<file path="src/rtl/tick_period_monitor.sv">
// tick_period_monitor
// Watches the one-cycle tick from the upstream periodic generator and
// measures the interval between consecutive ticks. It locks after LOCK
// in-tolerance intervals in a row. It reports early and late ticks with
// one-cycle pulses, and once locked any deviation latches a sticky fault
// that only clr releases. The tick and error counters are exposed so
// that benches can observe them.
module tick_period_monitor #(
   parameter int PERIOD = 1251,  // nominal tick-to-tick interval in cycles
   parameter int TOL    = 0,     // allowed deviation, either direction
   parameter int LOCK   = 4,     // consecutive good intervals for lock (1..15)
   parameter int CBITS  = 12,    // gap counter width, 2^CBITS-1 >= PERIOD+TOL
   parameter int TCW    = 16     // tick_cnt width
) (
   input  logic             clk,
   input  logic             rst,       // asynchronous, active-low
   input  logic             tick,
   input  logic             clr,
   output logic             locked,
   output logic             fault,
   output logic             good,
   output logic             early,
   output logic             late,
   output logic [1:0]       state,
   output logic [TCW-1:0]   tick_cnt,
   output logic [7:0]       err_cnt
);

   typedef enum logic [1:0] {
      ST_SEEK   = 2'd0,
      ST_ACQ    = 2'd1,
      ST_LOCKED = 2'd2,
      ST_FAULT  = 2'd3
   } state_e;

   // Interval limits are one bit wider than the gap counter so that gap+1
   // never overflows when it is compared against them.
   localparam logic [CBITS:0]   LO_LIM   = (CBITS+1)'(PERIOD - TOL);
   localparam logic [CBITS:0]   HI_LIM   = (CBITS+1)'(PERIOD + TOL);
   localparam logic [CBITS:0]   INT_ONE  = (CBITS+1)'(1);
   localparam logic [CBITS-1:0] GAP_ZERO = {CBITS{1'b0}};
   localparam logic [CBITS-1:0] GAP_ONE  = CBITS'(1);
   localparam logic [CBITS-1:0] GAP_MAX  = {CBITS{1'b1}};
   localparam logic [3:0]       LOCK_RUN = 4'(LOCK);
   localparam logic [TCW-1:0]   TCNT_ONE = TCW'(1);

   state_e           state_q, state_d;
   logic [CBITS-1:0] gap_q, gap_d;
   logic [3:0]       run_q, run_d;
   logic             late_armed_q, late_armed_d;
   logic             locked_q, locked_d;
   logic             fault_q, fault_d;
   logic             good_q, good_d;
   logic             early_q, early_d;
   logic             late_q, late_d;
   logic [TCW-1:0]   tick_cnt_q, tick_cnt_d;
   logic [7:0]       err_cnt_q, err_cnt_d;

   logic [CBITS:0]   interval_s;
   logic             ref_valid_s;
   logic             classify_s;
   logic             good_s;
   logic             early_s;
   logic             late_s;

   // Classify the current cycle: good/early on a referenced tick, late on a missing tick
   always_comb begin
      interval_s  = {1'b0, gap_q} + INT_ONE;
      ref_valid_s = (state_q == ST_ACQ) || (state_q == ST_LOCKED);
      // A tick following a late event has no usable reference; it only re-arms.
      classify_s  = tick && ref_valid_s && late_armed_q;
      good_s      = classify_s && (interval_s >= LO_LIM) && (interval_s <= HI_LIM);
      early_s     = classify_s && (interval_s < LO_LIM);
      // A tick in the timeout cycle wins over the late condition.
      late_s      = ref_valid_s && late_armed_q && !tick && (interval_s == HI_LIM);
   end

   // Gap counter, late arming and the tick/error counters
   always_comb begin
      gap_d        = gap_q;
      late_armed_d = late_armed_q;
      tick_cnt_d   = tick_cnt_q;
      err_cnt_d    = err_cnt_q;

      if (tick) begin
         gap_d = GAP_ZERO;
      end else if (gap_q == GAP_MAX) begin
         gap_d = gap_q;
      end else begin
         gap_d = gap_q + GAP_ONE;
      end

      if (tick) begin
         late_armed_d = 1'b1;
      end else if (late_s) begin
         late_armed_d = 1'b0;
      end else begin
         late_armed_d = late_armed_q;
      end

      if (tick) begin
         tick_cnt_d = tick_cnt_q + TCNT_ONE;
      end else begin
         tick_cnt_d = tick_cnt_q;
      end

      if ((early_s || late_s) && (err_cnt_q != 8'hFF)) begin
         err_cnt_d = err_cnt_q + 8'd1;
      end else begin
         err_cnt_d = err_cnt_q;
      end
   end

   // Lock FSM next state, good-run counter and registered status outputs
   always_comb begin
      state_d = state_q;
      run_d   = run_q;

      case (state_q)
         ST_SEEK: begin
            if (tick) begin
               state_d = ST_ACQ;
               run_d   = 4'd0;
            end else begin
               state_d = ST_SEEK;
            end
         end
         ST_ACQ: begin
            if (good_s) begin
               run_d = run_q + 4'd1;
               if ((run_q + 4'd1) == LOCK_RUN) begin
                  state_d = ST_LOCKED;
               end else begin
                  state_d = ST_ACQ;
               end
            end else if (early_s) begin
               // The early tick becomes the new reference.
               run_d   = 4'd0;
               state_d = ST_ACQ;
            end else if (late_s) begin
               run_d   = 4'd0;
               state_d = ST_SEEK;
            end else begin
               state_d = ST_ACQ;
            end
         end
         ST_LOCKED: begin
            if (early_s || late_s) begin
               state_d = ST_FAULT;
            end else begin
               state_d = ST_LOCKED;
            end
         end
         ST_FAULT: begin
            if (clr) begin
               run_d = 4'd0;
               // A tick coincident with clr is taken as the new reference.
               if (tick) begin
                  state_d = ST_ACQ;
               end else begin
                  state_d = ST_SEEK;
               end
            end else begin
               state_d = ST_FAULT;
            end
         end
         default: begin
            state_d = ST_SEEK;
            run_d   = 4'd0;
         end
      endcase

      locked_d = (state_d == ST_LOCKED);
      fault_d  = (state_d == ST_FAULT);
      good_d   = good_s;
      early_d  = early_s;
      late_d   = late_s;
   end

   // State and output registers, cleared asynchronously by rst
   always_ff @(posedge clk or negedge rst) begin
      if (!rst) begin
         state_q      <= ST_SEEK;
         gap_q        <= GAP_ZERO;
         run_q        <= 4'd0;
         late_armed_q <= 1'b0;
         locked_q     <= 1'b0;
         fault_q      <= 1'b0;
         good_q       <= 1'b0;
         early_q      <= 1'b0;
         late_q       <= 1'b0;
         tick_cnt_q   <= {TCW{1'b0}};
         err_cnt_q    <= 8'd0;
      end else begin
         state_q      <= state_d;
         gap_q        <= gap_d;
         run_q        <= run_d;
         late_armed_q <= late_armed_d;
         locked_q     <= locked_d;
         fault_q      <= fault_d;
         good_q       <= good_d;
         early_q      <= early_d;
         late_q       <= late_d;
         tick_cnt_q   <= tick_cnt_d;
         err_cnt_q    <= err_cnt_d;
      end
   end

   assign locked   = locked_q;
   assign fault    = fault_q;
   assign good     = good_q;
   assign early    = early_q;
   assign late     = late_q;
   assign state    = state_q;
   assign tick_cnt = tick_cnt_q;
   assign err_cnt  = err_cnt_q;

endmodule
</file>
<file path="config.mk">
export PLATFORM = sky130hd
export DESIGN_NAME = tick_period_monitor
export DESIGN_NICKNAME = d
export VERILOG_FILES = /design/src/rtl/tick_period_monitor.sv
export SDC_FILE = /design/constraint.sdc
export NUM_CORES = 1
export LEC_CHECK = 0
export BUFFER_PORTS_ARGS = -buffer_cell sky130_fd_sc_hd__buf_4
export CORE_MARGIN = 2
export CORE_UTILIZATION = 55
export CTS_BUF_LIST = sky130_fd_sc_hd__clkbuf_4
export CTS_CLUSTER_SIZE = 14
export DETAILED_ROUTE_END_ITERATION = 16
export PLACE_DENSITY = 0.8
export RECOVER_POWER = 50
export SLEW_MARGIN = 20
export SYNTH_ARGS = -nofsm -noshare
export SYNTH_HDL_FRONTEND = slang
export SYNTH_SLANG_ARGS = --single-unit
</file>
<file path="constraint.sdc">
create_clock -name clk -period 3.1 [get_ports clk]
set_input_delay 0.155 -clock clk [delete_from_list [all_inputs] [get_ports clk]]
set_output_delay 0.155 -clock clk [all_outputs]
set_load 0.1 [all_outputs]
</file>
==> results.json <==
{
  "met2_length_mm": 2.43,
  "synth-seq-area-share": 0.467,
  "drtAntennaViolNets": 0,
  "synthFlopType": "dfrtp_1",
  "gr-usage-all-layers": 0.207,
  "max_freq_mhz": 358,
  "antennaDiodeCount": 0,
  "netlist_area_um2": 2570,
  "gp_congestion": 0.928,
  "drtPass1Iterations": 4,
  "met3RoutedLength_um": 211,
  "place_area_um2": 2890,
  "drive_above_1_share": 0.169,
  "cts.htree.levels": 2,
  "critPathKind": "reg2reg",
  "timing.setup.tns_ps": 0,
  "drtIter0Drc": 114,
  "finalPower_mw": 2.26,
  "port_buffers": 34,
  "status": "finished, final reports clean",
  "grt_first_pass_wirelength_mm": 8.48,
  "antenna_found_initial": 0,
  "setup_violations": 0,
  "grt_pass1_vias": 1904,
  "synth_compound_area_frac": 0.127,
  "synthArstFlopShare": 1.00,
  "dpl.cell_count": 334,
  "p_per_area_nw_per_um2": 773,
  "layout_common_cells": "48 x dfrtp_1, 27 x buf_4, 25 x xnor2_1",
  "yosys_warnings": 0,
  "overflow": 0,
  "clock_sinks": 48,
  "clock_skew_ps": 10.9,
  "start_util": 0.582,
  "wl_per_cell_um": 14.7,
  "synthXorXnorAreaFrac": 0.0954,
  "insertion_delay_ps": 380,
  "hold_viol": 0,
  "vias_per_cell": 5.87,
  "cts_root_buf": "clkbuf_4",
  "crit_path_end_kind": "flip-flop",
  "dp_hpwl_mm": 3.55,
  "final_common_cell": "dfrtp_1",
  "cts_buffer_depth": 2,
  "fin_crit_ps": 2790,
  "synth_cell_types": 50,
  "fin_area_um2": 2920,
  "avgSynthCellArea_um2": 10.2,
  "area_delta_synth_final_pct": 13.7,
  "cts.clk_slew.worst_paths_ps": 140,
  "peakVddDrop_mv": 0.737,
  "finalCritPeriodShare": 0.901,
  "ios": 35,
  "leakage_nw": 1.32,
  "rows": 24,
  "numCtsBuffers": 5,
  "synthMuxAreaShare": 0.0185,
  "synth_nets": 267,
  "max_cap_violations": 0,
  "synthCells": 251,
  "die_x_um": 72.4,
  "instances_no_fill": 342,
  "utilization": 0.662,
  "tightest_slew_ps": 1180,
  "hold_class": "in2reg",
  "cts_setup_buffers": 0,
  "layout.nets": 306,
  "top_layer": "met4",
  "die_height_um": 72.4,
  "critPathArrivalTime_ps": 3080,
  "cp_max_fo": 9,
  "dieArea_um2": 5240,
  "core_um2": 4410,
  "wl_mm": 5.02,
  "cts_tree": "done",
  "relSlewSlack": 0.218,
  "vias": 2008,
  "drv_slew": 0,
  "drt-met1-wl_mm": 2.30,
  "yosys.area_share.adder": 0.0584,
  "critPathRequiredTime_ps": 3390,
  "synth_edf_count": 0,
  "rsz0062_at_grt": "false",
  "worst_setup_path_start_kind": "flip-flop",
  "yosys.area_share.simple": 0.207,
  "synth_top_family_by_area": "simple AND/OR/NAND/NOR gates",
  "drc": 0,
  "grt_max_degree": 49,
  "synth-seq-cells": 48
}
## path summary, 6_finish.rpt
path,startpoint,endpoint,slack (ps),cells past startpoint
min in group asynchronous,rst,run_q[0],510,2
hold reg to reg,err_cnt[4],err_cnt[4],490,1
setup / recovery,gap_q[0],locked,310,8
max in group asynchronous,rst,early,1900,2
setup reg to reg,gap_q[0],locked,310,8
hold / removal,tick,gap_q[8],100,2
## cell type report
class                   count  area, um2
well taps                  52       65.1
inverters                  11       41.3
clock buffers               5       37.5
fillers                   383       1490
multi-input cells         186       1310
repair buffers             38        251
flip-flops and latches     48       1200
clock inverters             2       12.5
## synthesized netlist by cell type (all sizes together), types with 5 or more instances
| cell type | number | area, um2 |
|---|---|---|
| o211ai | 7 | 52.6 |
| o21ai | 10 | 53.8 |
| nor2b | 5 | 31.3 |
| nand3 | 9 | 50.1 |
| and3 | 10 | 62.6 |
| nand4 | 8 | 71.3 |
| xnor2 | 25 | 219 |
| dfrtp | 48 | 1200 |
| nor2 | 17 | 63.8 |
| a21oi | 14 | 70.1 |
| ha | 12 | 150 |
| nand2 | 19 | 71.3 |
| nor3 | 6 | 46.3 |
| inv | 11 | 41.3 |
## metal layers
layer,GRT usage,vias up
met5,0,-
met4,0.0761,0
met3,0.0458,7
met2,0.332,43
li1,-,977
met1,0.276,981
## critical path, stage by stage, from the launching register on
cell and delay [ps]:
dfrtp_1 510, ha_1 330, and2_1 240, a21oi_1 90, nor3_1 330, o2111ai_2 320, o31a_1 360, nor3_1 250
nor3b_1 290
## sequential cells by signal, summed over array words and instances, names as in the netlist
name,count
late,1
late_armed_q,1
gap_q,12
state,2
tick_cnt,16
err_cnt,8
locked,1
good,1
run_q,4
early,1
fault,1
## cells by family after synthesis
kind of cell               count (synthesis)
AOI/OAI and AO/OA                         49
xor gates and xnor gates                  28
adders and majority gates                 12
buffers and inverters                     17
DFF                                       48
muxes                                      4
and+or+nand+nor                           93
## metrics by stage
step | setup WS (ps) | hold slack, ps
6_report | 307 | 105
5_1_grt | 72.7 | 111
4_1_cts | 290 | 94.4
3_5_place_dp | 322 | 200
3_3_place_gp | 440 | 201
2_1_floorplan | 355 | -141
## where the power goes
group          leakage (nW)  switching, mW  total [mW]  internal (mW)
combinational         0.654          0.877        1.13          0.251
clock                0.0271          0.200       0.283         0.0829
sequential            0.637          0.125       0.848          0.722
total                  1.32           1.20        2.26           1.06
## timing repair
action / CTS / global route
gates resized for setup: 0 / 2
endpoints found under the setup margin: 0 / 1
endpoints found under the hold margin: 48 / 0
hold buffers: 1 / 0
Note: power is estimated with default switching activity, not from simulation.
